### config.mk
export PLATFORM = sky130hd
export DESIGN_NAME = uart_rx_ctrl
export DESIGN_NICKNAME = d
export VERILOG_FILES = /design/src/rtl/uart_rx_pkg.sv /design/src/rtl/uart_rx_edge_bit_cnt.sv /design/src/rtl/uart_rx_ctrl.sv
export SDC_FILE = /design/constraint.sdc
export NUM_CORES = 1
export LEC_CHECK = 0
export ABC_AREA = 1
export BUFFER_PORTS_ARGS = -buffer_cell sky130_fd_sc_hd__clkbuf_2
export CORE_MARGIN = 10
export CORE_UTILIZATION = 35
export DETAILED_ROUTE_END_ITERATION = 10
export SLEW_MARGIN = 25
export SYNTH_ARGS = -nofsm -noshare
export SYNTH_HDL_FRONTEND = slang
export SYNTH_HIERARCHICAL = 1
export SYNTH_SLANG_ARGS = --single-unit
### constraint.sdc
create_clock -name clk -period 3.9 [get_ports clk]
set_input_delay 0.39 -clock clk [delete_from_list [all_inputs] [get_ports clk]]
set_output_delay 0.39 -clock clk [all_outputs]
set_load 0.05 [all_outputs]
### src/rtl/uart_rx_pkg.sv
// Shared types and constants for the UART receive path.
//   rx_state_e  receive sequencer states
//   PAR_EVEN / PAR_ODD  encodings of the par_typ input
//   majority3   2-of-3 vote used for bit oversampling
package uart_rx_pkg;

    typedef enum logic [2:0] {
        IDLE,
        START,
        DATA,
        PARITY,
        STOP
    } rx_state_e;

    localparam logic PAR_EVEN = 1'b0;
    localparam logic PAR_ODD  = 1'b1;

    function automatic logic majority3(input logic a, input logic b, input logic c);
        return (a & b) | (a & c) | (b & c);
    endfunction

endpackage

### src/rtl/uart_rx_edge_bit_cnt.sv
// Oversampling edge counter and bit counter for the UART receiver.
//   clk, rst     clock, synchronous active-high reset
//   prescale     oversampling ratio of the current frame
//   clr          force both counters to 0 (priority over edge_en)
//   edge_en      advance edge_cnt; wraps to 0 after prescale-1
//   bit_en       advance bit_cnt at each bit end
//   bit_cnt      number of completed bits since the last clear
//   samp_lo      edge_cnt == prescale/2 - 1 (first sample)
//   samp_mid     edge_cnt == prescale/2     (second sample)
//   samp_pt      edge_cnt == prescale/2 + 1 (third sample, vote cycle)
//   bit_end      edge_cnt == prescale - 1
module uart_rx_edge_bit_cnt #(
    parameter int unsigned PRESCALE_W = 6,
    parameter int unsigned BIT_CNT_W  = 4
) (
    input  logic                  clk,
    input  logic                  rst,
    input  logic [PRESCALE_W-1:0] prescale,
    input  logic                  clr,
    input  logic                  edge_en,
    input  logic                  bit_en,
    output logic [BIT_CNT_W-1:0]  bit_cnt,
    output logic                  samp_lo,
    output logic                  samp_mid,
    output logic                  samp_pt,
    output logic                  bit_end
);

    logic [PRESCALE_W-1:0] edge_cnt_q, edge_cnt_d;
    logic [BIT_CNT_W-1:0]  bit_cnt_q, bit_cnt_d;
    logic [PRESCALE_W-1:0] half;

    assign half = prescale >> 1;

    always_comb begin
        samp_lo  = (edge_cnt_q == half - PRESCALE_W'(1));
        samp_mid = (edge_cnt_q == half);
        samp_pt  = (edge_cnt_q == half + PRESCALE_W'(1));
        bit_end  = (edge_cnt_q == prescale - PRESCALE_W'(1));
    end

    always_comb begin
        edge_cnt_d = edge_cnt_q;
        bit_cnt_d  = bit_cnt_q;
        if (clr) begin
            edge_cnt_d = '0;
            bit_cnt_d  = '0;
        end else if (edge_en) begin
            edge_cnt_d = bit_end ? '0 : edge_cnt_q + PRESCALE_W'(1);
            if (bit_en && bit_end) begin
                bit_cnt_d = bit_cnt_q + BIT_CNT_W'(1);
            end
        end
    end

    always_ff @(posedge clk) begin
        if (rst) begin
            edge_cnt_q <= '0;
            bit_cnt_q  <= '0;
        end else begin
            edge_cnt_q <= edge_cnt_d;
            bit_cnt_q  <= bit_cnt_d;
        end
    end

    assign bit_cnt = bit_cnt_q;

endmodule

### src/rtl/uart_rx_ctrl.sv
// UART receive sequencer: start detection, 3-point majority oversampling,
// deserializer strobes, parity and stop checking.
//   clk, rst     clock, synchronous active-high reset
//   rx_in        synchronized serial line, idle high
//   prescale     oversampling ratio (even, 8..32), latched at start detection
//   par_en       frame carries a parity bit (latched at start detection)
//   par_typ      0 even / 1 odd parity (latched at start detection)
//   sampled_bit  voted value of the most recent bit
//   deser_en     strobe: deserializer shifts in sampled_bit
//   remove_data  strobe: deserializer clears its register
//   data_valid   pulse: frame received without error
//   par_err      parity mismatch, held until the next start
//   stp_err      stop bit low, held until the next start
module uart_rx_ctrl
    import uart_rx_pkg::*;
#(
    parameter int unsigned DATA_W     = 8,
    parameter int unsigned PRESCALE_W = 6
) (
    input  logic                  clk,
    input  logic                  rst,
    input  logic                  rx_in,
    input  logic [PRESCALE_W-1:0] prescale,
    input  logic                  par_en,
    input  logic                  par_typ,
    output logic                  sampled_bit,
    output logic                  deser_en,
    output logic                  remove_data,
    output logic                  data_valid,
    output logic                  par_err,
    output logic                  stp_err
);

    localparam int unsigned BIT_CNT_W = $clog2(DATA_W + 1);

    rx_state_e state_q, state_d;

    logic [PRESCALE_W-1:0] prescale_q, prescale_d;
    logic                  par_en_q, par_en_d;
    logic                  par_typ_q, par_typ_d;
    logic                  s0_q, s0_d;
    logic                  s1_q, s1_d;
    logic                  par_acc_q, par_acc_d;
    logic                  sampled_bit_q, sampled_bit_d;
    logic                  deser_en_q, deser_en_d;
    logic                  remove_data_q, remove_data_d;
    logic                  data_valid_q, data_valid_d;
    logic                  par_err_q, par_err_d;
    logic                  stp_err_q, stp_err_d;

    logic                  cnt_clr;
    logic                  cnt_en;
    logic                  bit_en;
    logic [PRESCALE_W-1:0] cnt_prescale;
    logic [BIT_CNT_W-1:0]  bit_cnt;
    logic                  samp_lo;
    logic                  samp_mid;
    logic                  samp_pt;
    logic                  bit_end;
    logic                  vote;

    // The detection cycle is edge 0 of the start bit, so the counter must
    // already see the new ratio before the latched copy is updated.
    assign cnt_prescale = (state_q == IDLE) ? prescale : prescale_q;

    uart_rx_edge_bit_cnt #(
        .PRESCALE_W (PRESCALE_W),
        .BIT_CNT_W  (BIT_CNT_W)
    ) u_edge_bit_cnt (
        .clk      (clk),
        .rst      (rst),
        .prescale (cnt_prescale),
        .clr      (cnt_clr),
        .edge_en  (cnt_en),
        .bit_en   (bit_en),
        .bit_cnt  (bit_cnt),
        .samp_lo  (samp_lo),
        .samp_mid (samp_mid),
        .samp_pt  (samp_pt),
        .bit_end  (bit_end)
    );

    // Third sample is the live input on the vote cycle.
    assign vote = majority3(s0_q, s1_q, rx_in);

    always_comb begin
        state_d       = state_q;
        prescale_d    = prescale_q;
        par_en_d      = par_en_q;
        par_typ_d     = par_typ_q;
        s0_d          = samp_lo  ? rx_in : s0_q;
        s1_d          = samp_mid ? rx_in : s1_q;
        par_acc_d     = par_acc_q;
        sampled_bit_d = sampled_bit_q;
        deser_en_d    = 1'b0;
        remove_data_d = 1'b0;
        data_valid_d  = 1'b0;
        par_err_d     = par_err_q;
        stp_err_d     = stp_err_q;
        cnt_clr       = 1'b0;
        cnt_en        = 1'b1;
        bit_en        = 1'b0;

        if (state_q != IDLE && samp_pt) begin
            sampled_bit_d = vote;
        end

        unique case (state_q)
            IDLE: begin
                cnt_clr = 1'b1;
                cnt_en  = 1'b0;
                if (!rx_in) begin
                    state_d       = START;
                    cnt_clr       = 1'b0;
                    cnt_en        = 1'b1;
                    prescale_d    = prescale;
                    par_en_d      = par_en;
                    par_typ_d     = par_typ;
                    par_acc_d     = 1'b0;
                    remove_data_d = 1'b1;
                    par_err_d     = 1'b0;
                    stp_err_d     = 1'b0;
                end
            end
            START: begin
                if (samp_pt && vote) begin
                    // Start bit did not hold low: treat as a line glitch.
                    state_d = IDLE;
                    cnt_clr = 1'b1;
                end else if (bit_end) begin
                    state_d = DATA;
                end
            end
            DATA: begin
                bit_en = 1'b1;
                if (samp_pt) begin
                    deser_en_d = 1'b1;
                    par_acc_d  = par_acc_q ^ vote;
                end
                if (bit_end && bit_cnt == BIT_CNT_W'(DATA_W - 1)) begin
                    state_d = par_en_q ? PARITY : STOP;
                end
            end
            PARITY: begin
                if (samp_pt) begin
                    par_err_d = vote != (par_acc_q ^ (par_typ_q == PAR_ODD));
                end
                if (bit_end) begin
                    state_d = STOP;
                end
            end
            STOP: begin
                if (samp_pt) begin
                    // Leave before the stop bit ends so a following start bit
                    // is caught on its first edge.
                    stp_err_d    = ~vote;
                    data_valid_d = vote & ~par_err_q;
                    state_d      = IDLE;
                    cnt_clr      = 1'b1;
                end
            end
            default: begin
                state_d = IDLE;
                cnt_clr = 1'b1;
            end
        endcase
    end

    always_ff @(posedge clk) begin
        if (rst) begin
            state_q       <= IDLE;
            prescale_q    <= '0;
            par_en_q      <= 1'b0;
            par_typ_q     <= 1'b0;
            s0_q          <= 1'b0;
            s1_q          <= 1'b0;
            par_acc_q     <= 1'b0;
            sampled_bit_q <= 1'b0;
            deser_en_q    <= 1'b0;
            remove_data_q <= 1'b0;
            data_valid_q  <= 1'b0;
            par_err_q     <= 1'b0;
            stp_err_q     <= 1'b0;
        end else begin
            state_q       <= state_d;
            prescale_q    <= prescale_d;
            par_en_q      <= par_en_d;
            par_typ_q     <= par_typ_d;
            s0_q          <= s0_d;
            s1_q          <= s1_d;
            par_acc_q     <= par_acc_d;
            sampled_bit_q <= sampled_bit_d;
            deser_en_q    <= deser_en_d;
            remove_data_q <= remove_data_d;
            data_valid_q  <= data_valid_d;
            par_err_q     <= par_err_d;
            stp_err_q     <= stp_err_d;
        end
    end

    assign sampled_bit = sampled_bit_q;
    assign deser_en    = deser_en_q;
    assign remove_data = remove_data_q;
    assign data_valid  = data_valid_q;
    assign par_err     = par_err_q;
    assign stp_err     = stp_err_q;

endmodule

# ---- Word level (Yosys, flattened, before mapping)
# Cells that the tools add are included.
dict set report classes {
  n_bitwise 15
  add_sub_neg 5
  order_cmp 0
  n_eq_ne 17
  n_reduce_logical 20
  n_mul 0
  shifts 0
  muxes 24
  div 0
}
# operator n
set ops {}
lappend ops {{two-way mux 3 bit} 7}
lappend ops {{equality test 6 bit} 3}
lappend ops {{one-hot mux 3 bit (5 select lines)} 1}
lappend ops {{two-way mux 6 bit} 2}
lappend ops {{inequality test 2 bit (second input constant)} 6}
lappend ops {{two-way mux 1 bit} 10}
lappend ops {{AND reduction 3 bit} 3}
lappend ops {{OR reduction 2 bit} 4}
lappend ops {{inverter 1 bit} 7}
lappend ops {{adder 5 x 1 -> 6 bit (second input constant)} 1}
lappend ops {{adder 6 x 1 -> 6 bit (second input constant)} 1}
lappend ops {{equality test 3 x 2 -> 1 bit (second input constant)} 2}
lappend ops {{equality test 6 x 5 -> 1 bit} 1}
lappend ops {{one-hot mux 1 bit (2 select lines)} 3}
lappend ops {{nonzero test 2 bit} 3}
lappend ops {{subtractor 5 x 1 -> 6 bit (second input constant)} 1}
lappend ops {{subtractor 6 x 1 -> 6 bit (second input constant)} 1}
lappend ops {{AND reduction 5 bit} 1}
lappend ops {{adder 4 x 1 -> 4 bit (second input constant)} 1}
lappend ops {{bitwise AND 1 bit} 4}
lappend ops {{equality test 4 x 3 -> 1 bit (second input constant)} 1}
lappend ops {{logical AND 1 bit} 4}
lappend ops {{one-hot mux 1 bit (4 select lines)} 1}
lappend ops {{AND reduction 2 bit} 2}
lappend ops {{other kinds (9)} 11}
dict set report totals {
  romBits 0
  reg_bits 30
  latchBits 0
  ramBits 0
  n_memories 0
}

# ---- Longest topological paths before layout
# Gate-level depths: netlist (run 1).
dict set report depth {
  ltp_word 8
  depth_mapped 22
}

# ---- Hierarchy
# The synthesis (run 1) kept the hierarchy.
# module seq_area_each_um2 instances cells_per_inst area_per_inst_um2
set modules_own_cells {}
lappend modules_own_cells {uart_rx_ctrl 400.4 1 150 1032.2}
lappend modules_own_cells {uart_rx_edge_bit_cnt 200.2 1 149 959.7}

# ---- Least setup slack after synthesis (run 1)
# Ideal clock, no wire load.
dict set report synth_path {
  kind {flip-flop to flip-flop}
  start {reg state_q[2]}
  end {reg state_q[0]}
  slack_ns 0.495
  arrival_ns 3.292
  path_stages_with_launch 18
  n_path_buf 1
  required_ns 3.787
  path_cell_list {dfxtp_1 -> nor2_4 -> nand2_4 -> buf_2 -> o21ai_0 -> inv_1 -> ha_1 -> xor2_1 -> nor2_1 -> o21ai_0 -> nor4_1 -> inv_1 -> nand3_2 -> inv_1 -> nor2_1 -> nand3_2 -> nor2_1 -> nor2_1}
}
dict set report synth_via {
  elab_chain_len 7
}
# element line_no
set synth_lines {}
lappend synth_lines {{from (decl)} uart_rx_ctrl.sv:36} ;# rx_state_e state_q, state_d;
lappend synth_lines {{from (signal assigned)} uart_rx_ctrl.sv:185} ;# state_q <= state_d;
lappend synth_lines {{zero test 3 bit (*)} uart_rx_ctrl.sv:64} ;# assign cnt_prescale = (state_q == IDLE) ? prescale : prescale_q;
lappend synth_lines {{two-way mux 6 bit (*)} uart_rx_ctrl.sv:64}
lappend synth_lines {{via cnt_prescale[1]} uart_rx_ctrl.sv:54} ;# logic [PRESCALE_W-1:0] cnt_prescale;
lappend synth_lines {{adder 5 x 1 -> 6 bit (*)} uart_rx_edge_bit_cnt.sv:38} ;# samp_pt = (edge_cnt_q == half + PRESCALE_W'(1));
lappend synth_lines {{equality test 6 bit (*)} uart_rx_edge_bit_cnt.sv:38}
lappend synth_lines {{via samp_pt} uart_rx_ctrl.sv:58} ;# logic samp_pt;
lappend synth_lines {{logical AND 1 bit} uart_rx_ctrl.sv:126} ;# if (samp_pt && vote) begin
lappend synth_lines {{inequality test 3 bit (no line) / two-way mux 3 bit (equally long branches)} n/a}
lappend synth_lines {{AND reduction 5 bit (no line) / one-hot mux 3 bit (5 select lines) (equally long branches)} n/a}
# The timed path passes the listed nets; every way through them passes the cells marked *.
# A chain may end at the register's enable or synchronous reset.

# ---- Worst setup path in the final report (run 1)
dict set report layout_path {
  start {reg state_q[0]}
  end {reg u_edge_bit_cnt.edge_cnt_q[5]}
}
dict set report layout_via {
  elab_chain_len 8
}
# element line_no
set layout_lines {}
lappend layout_lines {{zero test 3 bit (*)} uart_rx_ctrl.sv:64}
lappend layout_lines {{two-way mux 6 bit (*)} uart_rx_ctrl.sv:64}
lappend layout_lines {{via cnt_prescale[1]} uart_rx_ctrl.sv:54}
lappend layout_lines {{adder 5 x 1 -> 6 bit (*)} uart_rx_edge_bit_cnt.sv:38}
lappend layout_lines {{equality test 6 bit (*)} uart_rx_edge_bit_cnt.sv:38}
lappend layout_lines {{via samp_pt} uart_rx_ctrl.sv:58}
lappend layout_lines {{logical AND 1 bit} uart_rx_ctrl.sv:126}
lappend layout_lines {{two-way mux 1 bit} uart_rx_ctrl.sv:126}
lappend layout_lines {{one-hot mux 1 bit (4 select lines) (*)} uart_rx_ctrl.sv:108} ;# unique case (state_q)
lappend layout_lines {{via cnt_clr} uart_rx_ctrl.sv:51} ;# logic cnt_clr;
lappend layout_lines {{OR reduction 2 bit (no line) (*)} n/a}
lappend layout_lines {{to (signal assigned)} uart_rx_edge_bit_cnt.sv:61} ;# edge_cnt_q <= edge_cnt_d;
lappend layout_lines {{to (decl)} uart_rx_edge_bit_cnt.sv:29} ;# logic [PRESCALE_W-1:0] edge_cnt_q, edge_cnt_d;
# Marked as above.

==> metrics.md, run 1 <==
| Metric | Value |
|---|---|
| Outcome | finished clean |
| Worst hold path class | input pin to flip-flop |
| Endpoints failing setup | 0 |
| Reg-to-Reg End | u_edge_bit_cnt/edge_cnt_q[5] |
| Unique masters post-synth | 29 |
| Min cycle time layout | approximately 3.0 ns |
| P_leak | 0.001070 uW |
| Cell count after synthesis | 299 |
| Clock Sinks | 30 |
| Gpl congestion | 0.8846 |
| Critical path launch point | state_q[0] |
| Total CTS buffers | 5 |
| Routed wire length | 4.339 mm |
| Die Area | 0.009109 mm2 |
| Die X | 95.44 um |
| CTS tree | built |
| Number of remaining DRC errors | 0 |
| Cts repair resizes | 0 |
| 1st-pass router iterations | 4 |
| Worst slew pin tran | ~0.41 ns |
| Fin. Hold Viols | 0 |
| CP Class | flip-flop to flip-flop |
| Post-CTS Hold Buffers | 0 |
| R2r setup slk | 0.94 ns |
| Setup tns final | 0 ns |
| Vias in the first global route | around 1800 |
| CORE AREA | 0.005507 mm2 |
| Bufs on Longest Clock Path | 2 |
| Avg Cell Area, Syn | around 6.7 um2 |
| Vias per std cell | 4.641 |
| CP Data Arrival Time | 3.13 ns |
| Post-synthesis register bit count | 30 |
| Pwr Density | 714.7 mW/mm2 |
| Initial antenna violation count | 0 |
| ANT cells | 0 |
| First-pass GRT wire length | 7.990 mm |
| Die Ht | 95.44 um |
| Peak supply drop | ~0.21 mV |
| Port bufs | 16 |
| Crit share post-route | between 70 and 80% |
| Clock root buffer | clkbuf_8 |
| Detail Route Antenna Nets | 0 |
| Final Total Pwr | 1630 uW |
| RSZ-0062 raised after global routing | false |
| Max Fanout on Critical Path | 16 |
| Critical Path Start Type | flip-flop |
| Max Slew Vio Count | 0 |
| Via count | 1847 |
| CP endpoint kind | flip-flop |
| Cell row count | 27 |
| Register-to-Register Path Depth | 16 |
| Fmax | 337.6 MHz |
| Fillers | 573 |
| Skew-Pair Late Insertion Delay | 0.29 ns |
| Initial Util | 36.17% |
| DPL Wire Length | 3.492 mm |
| Register area share after synthesis | 30.15% |
| DR iter-0 viols | 105 |
| Routed WL per cell | 10.90 um |
| Setup Fix Bufs, Post-CTS | 0 |
| Max Clock Skew | 0.009205 ns |
| Largest net degree at the start of global routing | 17 |
| Max_slew headroom | 72.12% |
| Area growth, synth to finish | 14.51% |
| Worst Path Required | 4.07 ns |
| Start of the worst register-to-register path | state_q[0] |
| H-tree levels | 2 |
| I/O pin cnt | 17 |
| Share of layout cells above drive strength 1 | 19.33% |
| Total gr overflow | 0 |
| Total track usage | 10.65% |
| Mapped Area | 0.001992 mm2 |
| Final nets | around 340 |
| YS warnings | 6 |
| Max cap viols | 0 |
| Clk pin slew, worst setup/hold paths | 0.07 ns |
| Post-Syn Nets | between 300 and 400 |
| Worst setup path endpoint | u_edge_bit_cnt/edge_cnt_q[5] |
[synth_stat cells (all sizes together)]
| library cell | instances | share of area (%) |
|---|---|---|
| a21oi | 14 | 3.5 |
| a311oi | 1 | 0.44 |
| buf | 3 | 1.1 |
| clkinv | 1 | 0.25 |
| dfxtp | 30 | 30 |
| ha | 6 | 3.8 |
| inv | 48 | 9.0 |
| nand2 | 88 | 18 |
| nand3 | 18 | 6.3 |
| nand3b | 2 | 0.75 |
| nand4 | 3 | 0.94 |
| nor2 | 31 | 7.7 |
| nor3 | 6 | 1.8 |
| nor4 | 5 | 1.9 |
| o2111ai | 2 | 0.88 |
| o21ai | 21 | 5.3 |
| or2 | 1 | 0.31 |
| xnor2 | 4 | 1.8 |
| xor2 | 15 | 6.6 |
[logic make-up after synthesis]
logic type,synth area share (%)
AO/OA/AOI/OAI,10.11
XOR/XNOR,8.354
adder cells (fa/ha/maj),3.769
buffers and inverters,10.36
flip-flops,30.15
AND/OR/NAND/NOR,37.25
[per-layer routing]
metal | vias up | track usage [%] | share of wire, %
met4 | 0 | 2.580 | 0.94
li1 | 999 | - | -
met1 | 809 | 13.27 | 49
met5 | - | 0 | 0
met2 | 33 | 17.39 | 44
met3 | 6 | 3.456 | 6.2
[worst min-delay path by stage]
stage                        startpoint             to  slack (ns)  cells after the start
final                           par_typ      par_typ_q        0.32                      3
after global routing             par_en       par_en_q        0.35                      3
after CTS                       par_typ      par_typ_q        0.32                      3
after detailed placement  prescale_q[1]  prescale_q[1]        0.45                      2
after global placement    prescale_q[5]  prescale_q[5]        0.45                      2
after floorplan           prescale_q[0]  prescale_q[0]        0.43                      2
[where the power goes]
group / switching, uW / internal [uW] / leakage (uW)
clock: 121 / 142 / 0.0000472
combinational: 618 / 330 / 0.000779
sequential: 56.4 / 362 / 0.000244
[placed cells by master, fill, tap and decap left out]
master	netlist	routed
clkinvlp_4	0	1
nor4_1	4	4
buf_4	0	6
nand2_1	82	82
nor2_2	3	3
nor4_2	1	1
nor2_1	24	24
o21ai_1	9	9
xnor2_1	4	4
xor2_1	15	15
ha_1	6	6
dfxtp_1	30	30
nand3_2	7	7
a311oi_1	1	1
nand2_2	5	5
clkbuf_2	0	16
o21ai_0	12	12
nor3_2	1	1
nand3_1	11	11
nand2_4	1	1
nor3_1	5	5
nand4_1	3	3
clkbuf_8	0	6
nor2_4	4	4
a21oi_1	14	14
inv_2	10	10
inv_1	38	38
nand3b_1	2	2
clkinv_2	1	2
or2_0	1	1
o2111ai_1	2	2
[critical path, stage by stage (launching register included)]
cell	delay, ns
dfxtp_1	0.39
nor2_4	0.16
nand2_4	0.13
o21ai_0	0.22
buf_4	0.19
inv_1	0.08
ha_1	0.30
xor2_1	0.15
nor2_1	0.09
o21ai_0	0.09
nor4_1	0.26
buf_4	0.18
nand3_2	0.09
o2111ai_1	0.18
nor2_1	0.09
nand2_1	0.17
nor2_1	0.07
[cell type report]
type                            instances  area (um2)  area share, %
Multi-Input combinational cell        217        1185          51.95
Sequential cell                        30       600.6          26.33
Inverter                               49       185.2          8.118
Timing Repair Buffer                   22       125.1          5.485
Tap cell                               72       90.09          3.950
Clock buffer                            6       82.58          3.620
Clock inverter                          2       12.51         0.5485
[flip-flops by register name, indices dropped and copies added, names as in the netlist, 3 cells and up]
name,flops
prescale_q,6
state_q,3
u_edge_bit_cnt/bit_cnt,4
u_edge_bit_cnt/edge_cnt_q,6
[through the flow]
stage          setup WS [ns]  cells  hold slack, ns  instance area, um2  util [%]
6_report              0.9377    398          0.3209                2281     41.42
3_5_place_dp          0.9342    390          0.4530                2186     39.70
4_1_cts               0.8946    398          0.3162                2281     41.42
3_3_place_gp           1.004    390          0.4458                2186     39.70
2_1_floorplan         0.4954    299          0.4347                1992         -
5_1_grt               0.5610    398          0.3497                2281     41.42
(Power assumes the default switching activity.)
==> inputs of run 2 (changes only) <==
--- a/config.mk
+++ b/config.mk
@@ -5,7 +5,7 @@
 export SDC_FILE = /design/constraint.sdc
 export NUM_CORES = 1
 export LEC_CHECK = 0
-export ABC_AREA = 1
+export ABC_AREA = 0
 export BUFFER_PORTS_ARGS = -buffer_cell sky130_fd_sc_hd__clkbuf_2
 export CORE_MARGIN = 10
 export CORE_UTILIZATION = 35
==> constraint.sdc (replaced) <==
create_clock -name clk -period 3.1 [get_ports clk]
set_input_delay 0.31 -clock clk [delete_from_list [all_inputs] [get_ports clk]]
set_output_delay 0.31 -clock clk [all_outputs]
set_load 0.05 [all_outputs]
==> run 2 against run 1 <==
  * Register-to-register slack worse by 0.85 ns
  * Sequential share of layout area is 3.0 points lower
  * Clock skew is 0.0059 ns lower
  * Critical path depth is 4 lower
  * Synthesized cell count is 15% lower
  * Sequential cell count stayed put
  * Critical path type unchanged
==> metrics.md, run 2 <==
| Metric | Value |
|---|---|
| Max Clock Skew | 0.003338 ns (-0.005867 ns) |
| CP endpoint kind | flip-flop |
| Max Slew Vio Count | 0 (unchanged) |
| Total CTS buffers | 5 (unchanged) |
| Setup ws final | 0.09191 ns (-0.8458 ns) |
| Adder-Cell Fraction of Synth Area | 4.210% (+0.44 points) |
| Max_slew headroom | 44.60% (-28 points) |
| Min-Delay Endpoint | par_typ_q |
| Register-to-Register Path Depth | 12 (-4) |
| Number of remaining DRC errors | 0 (unchanged) |
| Area after DPL | 0.002337 mm2 (+6.9%) |
| Clk pin slew, worst setup/hold paths | 0.07 ns (about the same) |
| Share of layout cells above drive strength 1 | 28.07% (+8.7 points) |
| Hold WS | 0.2408 ns (-0.08005 ns) |
| Largest family of logic cells by synthesized area | simple AND/OR/NAND/NOR gates |
| Critical-path cell list | nor3_4 > mux2_4 > inv_4 > ha_4 > a21bo_4 > or3_4 > a211o_4 > nor2_4 > nor2b_4 > o31ai_4 > o211ai_1 > o211a_1 |
| 1st-pass router iterations | 5 (+1) |
| CP Data Arrival Time | 3.19 ns (+0.06 ns) |
| Post-synthesis register bit count | 30 (unchanged) |
| Unique masters post-synth | 59 (+100%) |
| Synth cell count leaders | 30 x dfxtp_1, 29 x nand2_1, 21 x nor2_1 |
| Outcome | finished clean |
| Ys async rst share | 0% (unchanged) |
| CORE AREA | 0.005608 mm2 (+1.8%) |
| I/O pin cnt | 17 (unchanged) |
| Area growth, synth to finish | 25.99% |
| Simple-gate share of the synthesized area | 27.15% (-10 points) |
| Pre-CTS WS | -0.08719 ns (-1.021 ns) |
| Final nets | 301 (-12%) |
| CP Class | flip-flop to flip-flop |
| Min-delay src | par_typ |
| WHS Path Cells | 3 (unchanged) |
| Cell row count | 27 (unchanged) |
| CTS tree | built |
| EDFF count, synth | 0 (unchanged) |
| Post-Syn Nets | 272 (-14%) |
| Initial Util | 36.57% (+0.39 points) |
| Fmax | 332.4 MHz (-1.5%) |
| Fin. Hold Viols | 0 (unchanged) |
| Clock Sinks | 30 (unchanged) |
| Post-Synth XOR/XNOR Area | 8.969% (+0.61 points) |
| Peak supply drop | 0.3238 mV (+51%) |
| Detail Route Antenna Nets | 0 (unchanged) |
| DR iter-0 viols | 95 (-9.5%) |
| Final instance area | 0.002584 mm2 (+13%) |
| DPL Wire Length | 3.736 mm (+7.0%) |
| Vias in the first global route | 1836 (+1.7%) |
| Total gr overflow | 0 (unchanged) |
| Die X | 96.55 um (+1.2%) |
| Worst slew pin tran | 0.8241 ns (+0.4103 ns) |
| Yosys top cell by area | dfxtp_1 |
| Clock root buffer | clkbuf_8 |
| Worst hold path class | input pin to flip-flop |
| Gpl congestion | 0.8483 (-4.1%) |
| Critical path launch point | state_q[2] |
| ANT cells | 0 (unchanged) |
| Routed WL per cell | 14.55 um (+33%) |
| Port bufs | 16 (unchanged) |
| Endpoints failing setup | 0 (unchanged) |
| Mapped Area | 0.002051 mm2 (+3.0%) |
| Post-CTS Hold Buffers | 0 (unchanged) |
| Reg-to-Reg End | state_q[1] |
| R2r setup slk | 0.09 ns (-0.85 ns) |
| Pwr Density | 980.9 mW/mm2 (+37%) |
| Final cell count without fillers | 357 (-10%) |
| Max cap viols | 0 (unchanged) |
| Top FF cell, synth | dfxtp_1 |
| P_leak | 0.001000 uW (-6.5%) |
| Skew-Pair Late Insertion Delay | 0.29 ns (about the same) |
| Cell with the most instances after synthesis | dfxtp_1 |
| Routed wire length | 5.193 mm (+20%) |
| Die Area | 0.009321 mm2 (+2.3%) |
| CP peak stage delay | 0.38 ns (about the same) |
| Crit-path slowest cell | mux2_4 |
| Setup tns final | 0 ns (unchanged) |
| Total track usage | 11.50% (+0.85 points) |
| Vias per std cell | 5.249 (+13%) |
| First-pass GRT wire length | 8.556 mm (+7.1%) |
| Commonest cells after routing, fill and taps aside | 29 x nand2_1, 29 x dfxtp_1, 25 x buf_4 |
| Synth top area share | 29.29% (-0.86 points) |
| Bufs on Longest Clock Path | 2 (unchanged) |
| Largest net degree at the start of global routing | 23 (+6) |
| Placed insts | 344 (-12%) |
| Initial antenna violation count | 0 (unchanged) |
| Worst Path Required | 3.28 ns (-0.79 ns) |
| H-tree levels | 2 (unchanged) |
| YS warnings | 6 (unchanged) |
| Register area share after synthesis | 29.29% (-0.86 points) |
| Critical Path Start Type | flip-flop |
| Avg Cell Area, Syn | 8.042 um2 (+21%) |
| Compound-gate portion of the synthesized area | 18.43% (+8.3 points) |
| RSZ-0062 raised after global routing | true |
| Crit share post-route | 97.04% (+21 points) |
| Start of the worst register-to-register path | state_q[2] |
| Min cycle time layout | 3.008 ns (+0.04578 ns) |
| Cell count after synthesis | 255 (-15%) |
| Via count | 1874 (+1.5%) |
| Mux share of post-synthesis cell area | 6.284% (+6.3 points) |
| Top area cells in the synthesized netlist | dfxtp_1 29%, xnor2_1 6.0%, nand2_1 5.3%, a21oi_1 4.4%, mux2_2 3.8% |
| Die Ht | 96.55 um (+1.2%) |
| Max Fanout on Critical Path | 6 (-10) |
run 2: cell count changes in the layout (fill, tap and decap cells not counted), moves of 10 or more:
cell	before	now
inv_2	10	0
xnor2_1	4	14
nand2_1	82	29
buf_4	6	25
inv_1	38	4
run 2: cell type report:
type | count | area (um2)
Sequential cell | 30 | 601.8
Clock inverter | 2 | 60.06
Fill cell | 570 | 3024
Inverter | 6 | 27.53
Multi-Input combinational cell | 200 | 1454
Clock buffer | 6 | 82.58
Tap cell | 72 | 90.09
Timing Repair Buffer | 41 | 267.8
run 2: metrics by stage:
| stage | power, uW | util (%) |
|---|---|---|
| after global placement | 1864 | 41.68 |
| after CTS | 2426 | 44.53 |
| after floorplan | 1558 | - |
| final | 2534 | 46.07 |
| after global routing | 2716 | 46.07 |
| after detailed placement | 1883 | 41.68 |
run 2: how the worst max path moves through the flow:
stage	to	slack, ns	cells after the start
after floorplan	state_q[0]	-0.13	14
after global placement	state_q[0]	-0.03	11
after detailed placement	state_q[0]	-0.09	11
after CTS	state_q[0]	0.02	12
after global routing	state_q[1]	-0.05	13
final	state_q[1]	0.09	12
run 2: report_power, final:
part / internal, uW / switching [uW] / leakage [uW]
logic: 697 / 845 / 0.000685
registers: 437 / 49.4 / 0.000244
clock network: 343 / 163 / 0.0000714
total: 1480 / 1060 / 0.00100
run 2: timing repair:
item / CTS / global route
gates resized for setup: 5 / 12
buffers inserted: 1 / 4
pin swaps: 2 / 1
endpoints found under the setup margin: 10 / 12
run 2: worst max-delay path: cells and delay by family, from the launching register on:
kind,cells,cell delay (ns)
AOI/OAI and AO/OA,5,1.11
and+or+nand+nor,4,0.85
muxes,1,0.38
DFF,1,0.33
adders and majority gates,1,0.14
buffers and inverters,1,0.09
run 2: logic make-up (layout without fill, tap and decap cells):
family	Yosys count	in the layout
mux	12	12
flops	30	30
fa+ha+maj	7	7
buf+inv	25	55
compound gates	55	55
xor+xnor	21	21
simple gates	105	105
run 2: metal layers:
metal  vias to the layer above  wire length, um  GRT usage, %  part of all wire (%)
li1                        956                -             -                     -
met1                       865             2349         14.13                    45
met2                        47             2505         19.27                    48
met3                         6              275         2.544                   5.3
met4                         0               62         4.116                   1.2
met5                         -                0             0                     0
